**src/rtl/scan_disp_pkg.sv**
```systemverilog
// Shared definitions for multiplexed 7-segment display blocks:
// digit nibble type, segment glyphs and the radix legality check.
package scan_disp_pkg;

    typedef logic [3:0] nibble_t;

    // Segment order is {g,f,e,d,c,b,a}, active-high.
    localparam logic [6:0] SEG_0     = 7'h3F;
    localparam logic [6:0] SEG_1     = 7'h06;
    localparam logic [6:0] SEG_2     = 7'h5B;
    localparam logic [6:0] SEG_3     = 7'h4F;
    localparam logic [6:0] SEG_4     = 7'h66;
    localparam logic [6:0] SEG_5     = 7'h6D;
    localparam logic [6:0] SEG_6     = 7'h7D;
    localparam logic [6:0] SEG_7     = 7'h07;
    localparam logic [6:0] SEG_8     = 7'h7F;
    localparam logic [6:0] SEG_9     = 7'h6F;
    localparam logic [6:0] SEG_A     = 7'h77;
    localparam logic [6:0] SEG_B     = 7'h7C;
    localparam logic [6:0] SEG_C     = 7'h39;
    localparam logic [6:0] SEG_D     = 7'h5E;
    localparam logic [6:0] SEG_E     = 7'h79;
    localparam logic [6:0] SEG_F     = 7'h71;
    localparam logic [6:0] SEG_BLANK = 7'h00;

    function automatic bit radix_ok(input int radix);
        return (radix == 10) || (radix == 16);
    endfunction

endpackage

```
**src/rtl/seg7_hex_decode.sv**
```systemverilog
// Combinational hex nibble to 7-segment glyph decoder (A, b, C, d, E, F).
module seg7_hex_decode
    import scan_disp_pkg::*;
(
    input  nibble_t    digit,
    output logic [6:0] seg
);

    always_comb begin
        seg = SEG_BLANK;
        case (digit)
            4'h0: seg = SEG_0;
            4'h1: seg = SEG_1;
            4'h2: seg = SEG_2;
            4'h3: seg = SEG_3;
            4'h4: seg = SEG_4;
            4'h5: seg = SEG_5;
            4'h6: seg = SEG_6;
            4'h7: seg = SEG_7;
            4'h8: seg = SEG_8;
            4'h9: seg = SEG_9;
            4'hA: seg = SEG_A;
            4'hB: seg = SEG_B;
            4'hC: seg = SEG_C;
            4'hD: seg = SEG_D;
            4'hE: seg = SEG_E;
            4'hF: seg = SEG_F;
            default: seg = SEG_BLANK;
        endcase
    end

endmodule

```
**src/rtl/scan_bcd_counter_display.sv**
```systemverilog
// Multi-digit up/down counter (radix 10/16) with prescaler and load, driving
// a time-multiplexed 7-segment bus with leading-zero blanking and a heartbeat dp.
module scan_bcd_counter_display
    import scan_disp_pkg::*;
#(
    parameter int DIGITS   = 4,
    parameter int RADIX    = 10,
    parameter int PRESCALE = 1,
    parameter int SCAN_DIV = 4,
    parameter int BLANK_LZ = 1
) (
    input  logic                  input_clock1_1,
    input  logic                  input_reset_n1_2,
    input  logic                  en,
    input  logic                  up,
    input  logic                  clr,
    input  logic                  load,
    input  logic [DIGITS*4-1:0]   load_val,
    output logic [DIGITS*4-1:0]   count_q,
    output logic                  tc,
    output logic [6:0]            seg,
    output logic                  dp,
    output logic [DIGITS-1:0]     digit_sel
);

    localparam int PW = (PRESCALE > 1) ? $clog2(PRESCALE) : 1;
    localparam int SW = (SCAN_DIV > 1) ? $clog2(SCAN_DIV) : 1;
    localparam int IW = (DIGITS > 1) ? $clog2(DIGITS) : 1;
    localparam nibble_t TOP = nibble_t'(RADIX - 1);

    if (!radix_ok(RADIX)) begin : g_bad_radix
        $error("scan_bcd_counter_display: RADIX must be 10 or 16");
    end

    logic [PW-1:0]       presc;
    logic                tick;
    logic                hb;
    logic [DIGITS*4-1:0] cnt_next;
    logic [DIGITS*4-1:0] load_sat;
    logic                wrap;
    logic [SW-1:0]       scan_div;
    logic [IW-1:0]       idx;
    logic [DIGITS-1:0]   blank;
    nibble_t             digs [DIGITS];
    logic [6:0]          dec_seg;

    assign tick = en && (presc == PW'(PRESCALE - 1));

    // Ripple carry/borrow across digits; wrap means every digit was terminal.
    always_comb begin
        logic    carry;
        logic    hi_zero;
        nibble_t d;
        nibble_t nd;
        cnt_next = count_q;
        load_sat = '0;
        blank    = '0;
        wrap     = 1'b1;
        carry    = 1'b1;
        hi_zero  = 1'b1;
        for (int i = 0; i < DIGITS; i++) begin
            d       = count_q[i*4 +: 4];
            digs[i] = d;
            if (up) begin
                nd = (d == TOP) ? 4'd0 : d + 4'd1;
                if (d != TOP) wrap = 1'b0;
            end else begin
                nd = (d == 4'd0) ? TOP : d - 4'd1;
                if (d != 4'd0) wrap = 1'b0;
            end
            if (carry) cnt_next[i*4 +: 4] = nd;
            carry = carry && (up ? (d == TOP) : (d == 4'd0));
            d = load_val[i*4 +: 4];
            load_sat[i*4 +: 4] = (d > TOP) ? TOP : d;
        end
        for (int i = DIGITS - 1; i >= 0; i--) begin
            hi_zero  = hi_zero && (count_q[i*4 +: 4] == 4'd0);
            blank[i] = (BLANK_LZ != 0) && (i > 0) && hi_zero;
        end
    end

    always_ff @(posedge input_clock1_1 or negedge input_reset_n1_2) begin
        if (!input_reset_n1_2) begin
            count_q <= '0;
            presc   <= '0;
            hb      <= 1'b0;
            tc      <= 1'b0;
        end else if (clr) begin
            count_q <= '0;
            presc   <= '0;
            hb      <= 1'b0;
            tc      <= 1'b0;
        end else if (load) begin
            count_q <= load_sat;
            presc   <= '0;
            tc      <= 1'b0;
        end else begin
            tc <= tick && wrap;
            if (en) presc <= tick ? '0 : presc + PW'(1);
            if (tick) begin
                count_q <= cnt_next;
                hb      <= ~hb;
            end
        end
    end

    seg7_hex_decode u_dec (
        .digit (digs[idx]),
        .seg   (dec_seg)
    );

    // Display registers sample the pre-edge index and count.
    always_ff @(posedge input_clock1_1 or negedge input_reset_n1_2) begin
        if (!input_reset_n1_2) begin
            scan_div  <= '0;
            idx       <= '0;
            digit_sel <= '0;
            seg       <= SEG_BLANK;
            dp        <= 1'b0;
        end else begin
            if (scan_div == SW'(SCAN_DIV - 1)) begin
                scan_div <= '0;
                idx      <= (idx == IW'(DIGITS - 1)) ? '0 : idx + IW'(1);
            end else begin
                scan_div <= scan_div + SW'(1);
            end
            digit_sel <= DIGITS'(1) << idx;
            seg       <= blank[idx] ? SEG_BLANK : dec_seg;
            dp        <= (idx == '0) && hb;
        end
    end

endmodule

```
**config.mk**
```make
export PLATFORM = sky130hd
export DESIGN_NAME = scan_bcd_counter_display
export DESIGN_NICKNAME = d
export VERILOG_FILES = /design/src/rtl/scan_disp_pkg.sv /design/src/rtl/seg7_hex_decode.sv /design/src/rtl/scan_bcd_counter_display.sv
export SDC_FILE = /design/constraint.sdc
export NUM_CORES = 1
export LEC_CHECK = 0
export CORE_MARGIN = 2
export CORE_UTILIZATION = 40
export DETAILED_ROUTE_END_ITERATION = 8
export DONT_BUFFER_PORTS = 1
export SLEW_MARGIN = 20
export SYNTH_ARGS = -nofsm -noshare
export SYNTH_HDL_FRONTEND = slang
export SYNTH_SLANG_ARGS = --single-unit
```
**constraint.sdc**
```tcl
create_clock -name input_clock1_1 -period 4.87 [get_ports input_clock1_1]
set_input_delay 0.974 -clock input_clock1_1 [delete_from_list [all_inputs] [get_ports input_clock1_1]]
set_output_delay 0.974 -clock input_clock1_1 [all_outputs]
set_load 0.02 [all_outputs]
```
==> metrics.md <==
| Metric | Value |
|---|---|
| TritonCTS buffer count | `5` |
| Tmin final | `2.72 ns` |
| Status | `complete, no violations` |
| Vias per Instance | `5.97` |
| Max IR drop VDD | `0.135 mV` |
| Worst Path Required | `5.06 ns` |
| Layout Cells excl Fill | `364` |
| HPWL after DPL | `4410 um` |
| Global route overflow | `0` |
| F_max | `368 MHz` |
| Maxcap violations | `0` |
| Final Hold Viols | `0` |
| Arr. time, crit path | `2.90 ns` |
| Fraction of registers with async set/reset | `100%` |
| Most instantiated cells after synthesis | `35 x dfrtp_1, 25 x nand2_1, 23 x inv_1, 23 x o21ai_0` |
| Mux cell area share after synthesis | `7.39%` |
| Depth of the CTS H-tree | `2` |
| Die area | `7130 sq um` |
| Layout cells sized above 1 | `6.62%` |
| Clk sink count | `35` |
| Synth warnings | `0` |
| Initial antenna violation count | `0` |
| CTS hold repair buffers | `0` |
| Die W | `84.5 um` |
| Final period util | `55.8%` |
| Design Area, Final | `2730 sq um` |
| P_leak | `1.08 nW` |
| Setup CP Type | `reg -> reg` |
| Mapped Area | `2590 sq um` |
| Clk slew on worst S/H paths | `0.08 ns` |
| Clk buf depth | `2` |
| Setup Total Neg Slack | `0 ns` |
| Main synth FF type | `dfrtp_1` |
| Area after DPL | `2620 sq um` |
| Post-Syn Nets | `339` |
| Xor/xnor share of the synthesized area | `0.676%` |
| First-pass GRT wire length | `10200 um` |
| Setup ws final | `2.15 ns` |
| Slowest-stage cell, CP | `dfrtp_1` |
| Ports | `51` |
| Setup WS pre-CTS | `2.13 ns` |
| Area of the multi-input gates | `1560 sq um` |
| Initial Utilization | `41.0%` |
| Crit end category | `flop` |
| Class of the worst hold path | `in -> async` |
| Post-synth top area cell | `dfrtp_1` |
| Drt drc | `0` |
| ANT nets after route | `0` |
| Simple-Gate Fraction of Synth Area | `18.4%` |
| Synth-to-layout area growth | `5.46%` |
| Normalized max-slew margin | `60.1%` |
| Synthesized flop and latch total | `35` |
| Post-Synth Adder-Cell Area | `10.6%` |
| Worst hold slack | `0.368 ns` |
| Root Buffer | `clkbuf_8` |
| Most frequent cell after synthesis | `dfrtp_1` |
| Synth Area in Compound Gates | `23.2%` |
| Final net count | `330` |
| Final WL | `6160 um` |
| Number of DRC markers in iteration 0 | `155` |
| Max FO, Critical Path | `8` |
| TritonCTS clock tree | `yes` |
| Synth top area share | `33.8%` |
| Setup repair after global routing missed its margin | `no` |
| Filler cells | `633` |
| CP Cell Sequence | `inv_1 -> ha_1 -> or3b_1 -> a211o_1 -> a211o_1 -> or3_1 -> a311oi_1` |
| Mean post-synth cell area | `8.78 sq um` |
| Largest family of logic cells by synthesized area | `compound AO/OA/AOI/OAI gates` |
| Cells resized by post-CTS repair | `0` |
| Seq/Total Area, Yosys | `33.8%` |
| Global placer's final weighted congestion | `0.870` |
| Area taken by flip-flops and latches | `876 sq um` |
| Core area | `6310 sq um` |
| Total power | `0.780 mW` |
| Total inserted antenna cells | `0` |
| Slew Limit Fails | `0` |
| Ranking of synthesized cells by area | `dfrtp_1 34%, ha_1 11%, o21ai_0 4.4%` |
| First-pass DRT Iterations | `5` |
| Worst Clk Skew | `0.00723 ns` |
| Vias in the first global route | `2091` |
| Crit path launch type | `flop` |
| Die H | `84.5 um` |
| Synth Instances | `295` |
| DR WL/cell | `16.9 um` |
| Pwr per Cell Area | `286 nW/um^2` |
| Num rows | `29` |
| # setup viols final | `0` |
| Total GRT Usage | `17.7%` |
| Slowest stage delay, CP | `0.53 ns` |
| Clock latency at the later pin of the worst-skew pair | `0.29 ns` |
| Largest net degree at the start of global routing | `36` |
| I/O Buffers | `0` |
| Netlist cell types | `50` |
| Finished Core Util | `43.3%` |
| Via count | `2173` |
| Number of synthesized flops with an enable pin | `0` |
| Slew @ Worst Pin | `0.598 ns` |
| Placed cells | `356` |
| Most common cell on crit path | `a211o_1` |
| Post-CTS Setup Inserts | `0` |
## flip-flops by register name, summed over array words and instances, names as in the netlist
register and count:
tc 1, hb 1, digit_sel 4, seg 7
idx 2, dp 1, presc 1, count_q 16
scan_div 2
## critical path: cells and delay by family (launching register included)
kind            cells  cell delay (ns)
simple gates        2             0.74
buf+inv             1             0.14
compound gates      3             0.94
fa+ha+maj           1             0.25
flops               1             0.53
## area by class of cell
type / instances / share of cell area [%]
multi-input combinational: 221 / 57.1
sequential: 35 / 32.1
tap: 77 / 3.53
inverter: 23 / 3.16
clock buffer: 5 / 2.52
clock inverter: 3 / 1.60
## cells in the final DEF (no fill, tap or decap), types with 4 or more instances in the layout
| cell type | count |
|---|---|
| a211oi_1 | 6 |
| nand3_1 | 13 |
| ha_1 | 22 |
| nor3_1 | 4 |
| a21oi_1 | 18 |
| nor2b_1 | 5 |
| o22ai_1 | 4 |
| nand2_1 | 25 |
| inv_1 | 23 |
| o21ai_0 | 23 |
| dfrtp_1 | 35 |
| a311oi_1 | 6 |
| a31oi_1 | 9 |
| clkbuf_8 | 5 |
| nand2b_1 | 7 |
| nor2_1 | 22 |
| mux4_2 | 4 |
| mux2_2 | 4 |
## report_power, final
| group | leakage [nW] | switching (mW) | internal, mW |
|---|---|---|---|
| logic | 0.587 | 0.0784 | 0.0686 |
| registers | 0.440 | 0.0618 | 0.310 |
| clock network | 0.0581 | 0.110 | 0.152 |
| total | 1.08 | 0.250 | 0.531 |
## worst paths after layout
check	endpoint	cells past startpoint	from	slack [ns]
setup / recovery	count_q[9]$_DFFE_PN0P_	7	count_q[0]$_DFFE_PN0P_	2.15
hold / removal	seg[4]$_DFF_PN0_	0	input_reset_n1_2	0.37
setup reg to reg	count_q[9]$_DFFE_PN0P_	7	count_q[0]$_DFFE_PN0P_	2.15
hold reg to reg	scan_div[0]$_DFF_PN0_	1	scan_div[0]$_DFF_PN0_	0.43
max in group asynchronous	tc$_DFF_PN0_	0	input_reset_n1_2	4.42
min in group input_clock1_1	scan_div[0]$_DFF_PN0_	1	scan_div[0]$_DFF_PN0_	0.43
## cell families after synthesis
family                   count (synthesis)
adder cells (fa/ha/maj)                 22
AO/OA/AOI/OAI                           90
buffers and inverters                   39
flip-flops                              35
multiplexers                            12
AND/OR/NAND/NOR                         95
XOR/XNOR                                 2
## metal layers
layer | part of all wire, % | track usage [%] | vias up
met4 | 1.1 | 5.05 | 0
met1 | 44 | 23.2 | 1029
li1 | - | - | 1054
met2 | 48 | 29.2 | 84
met5 | 0 | 0 | -
met3 | 6.9 | 4.13 | 6
(Power assumes the default switching activity.)
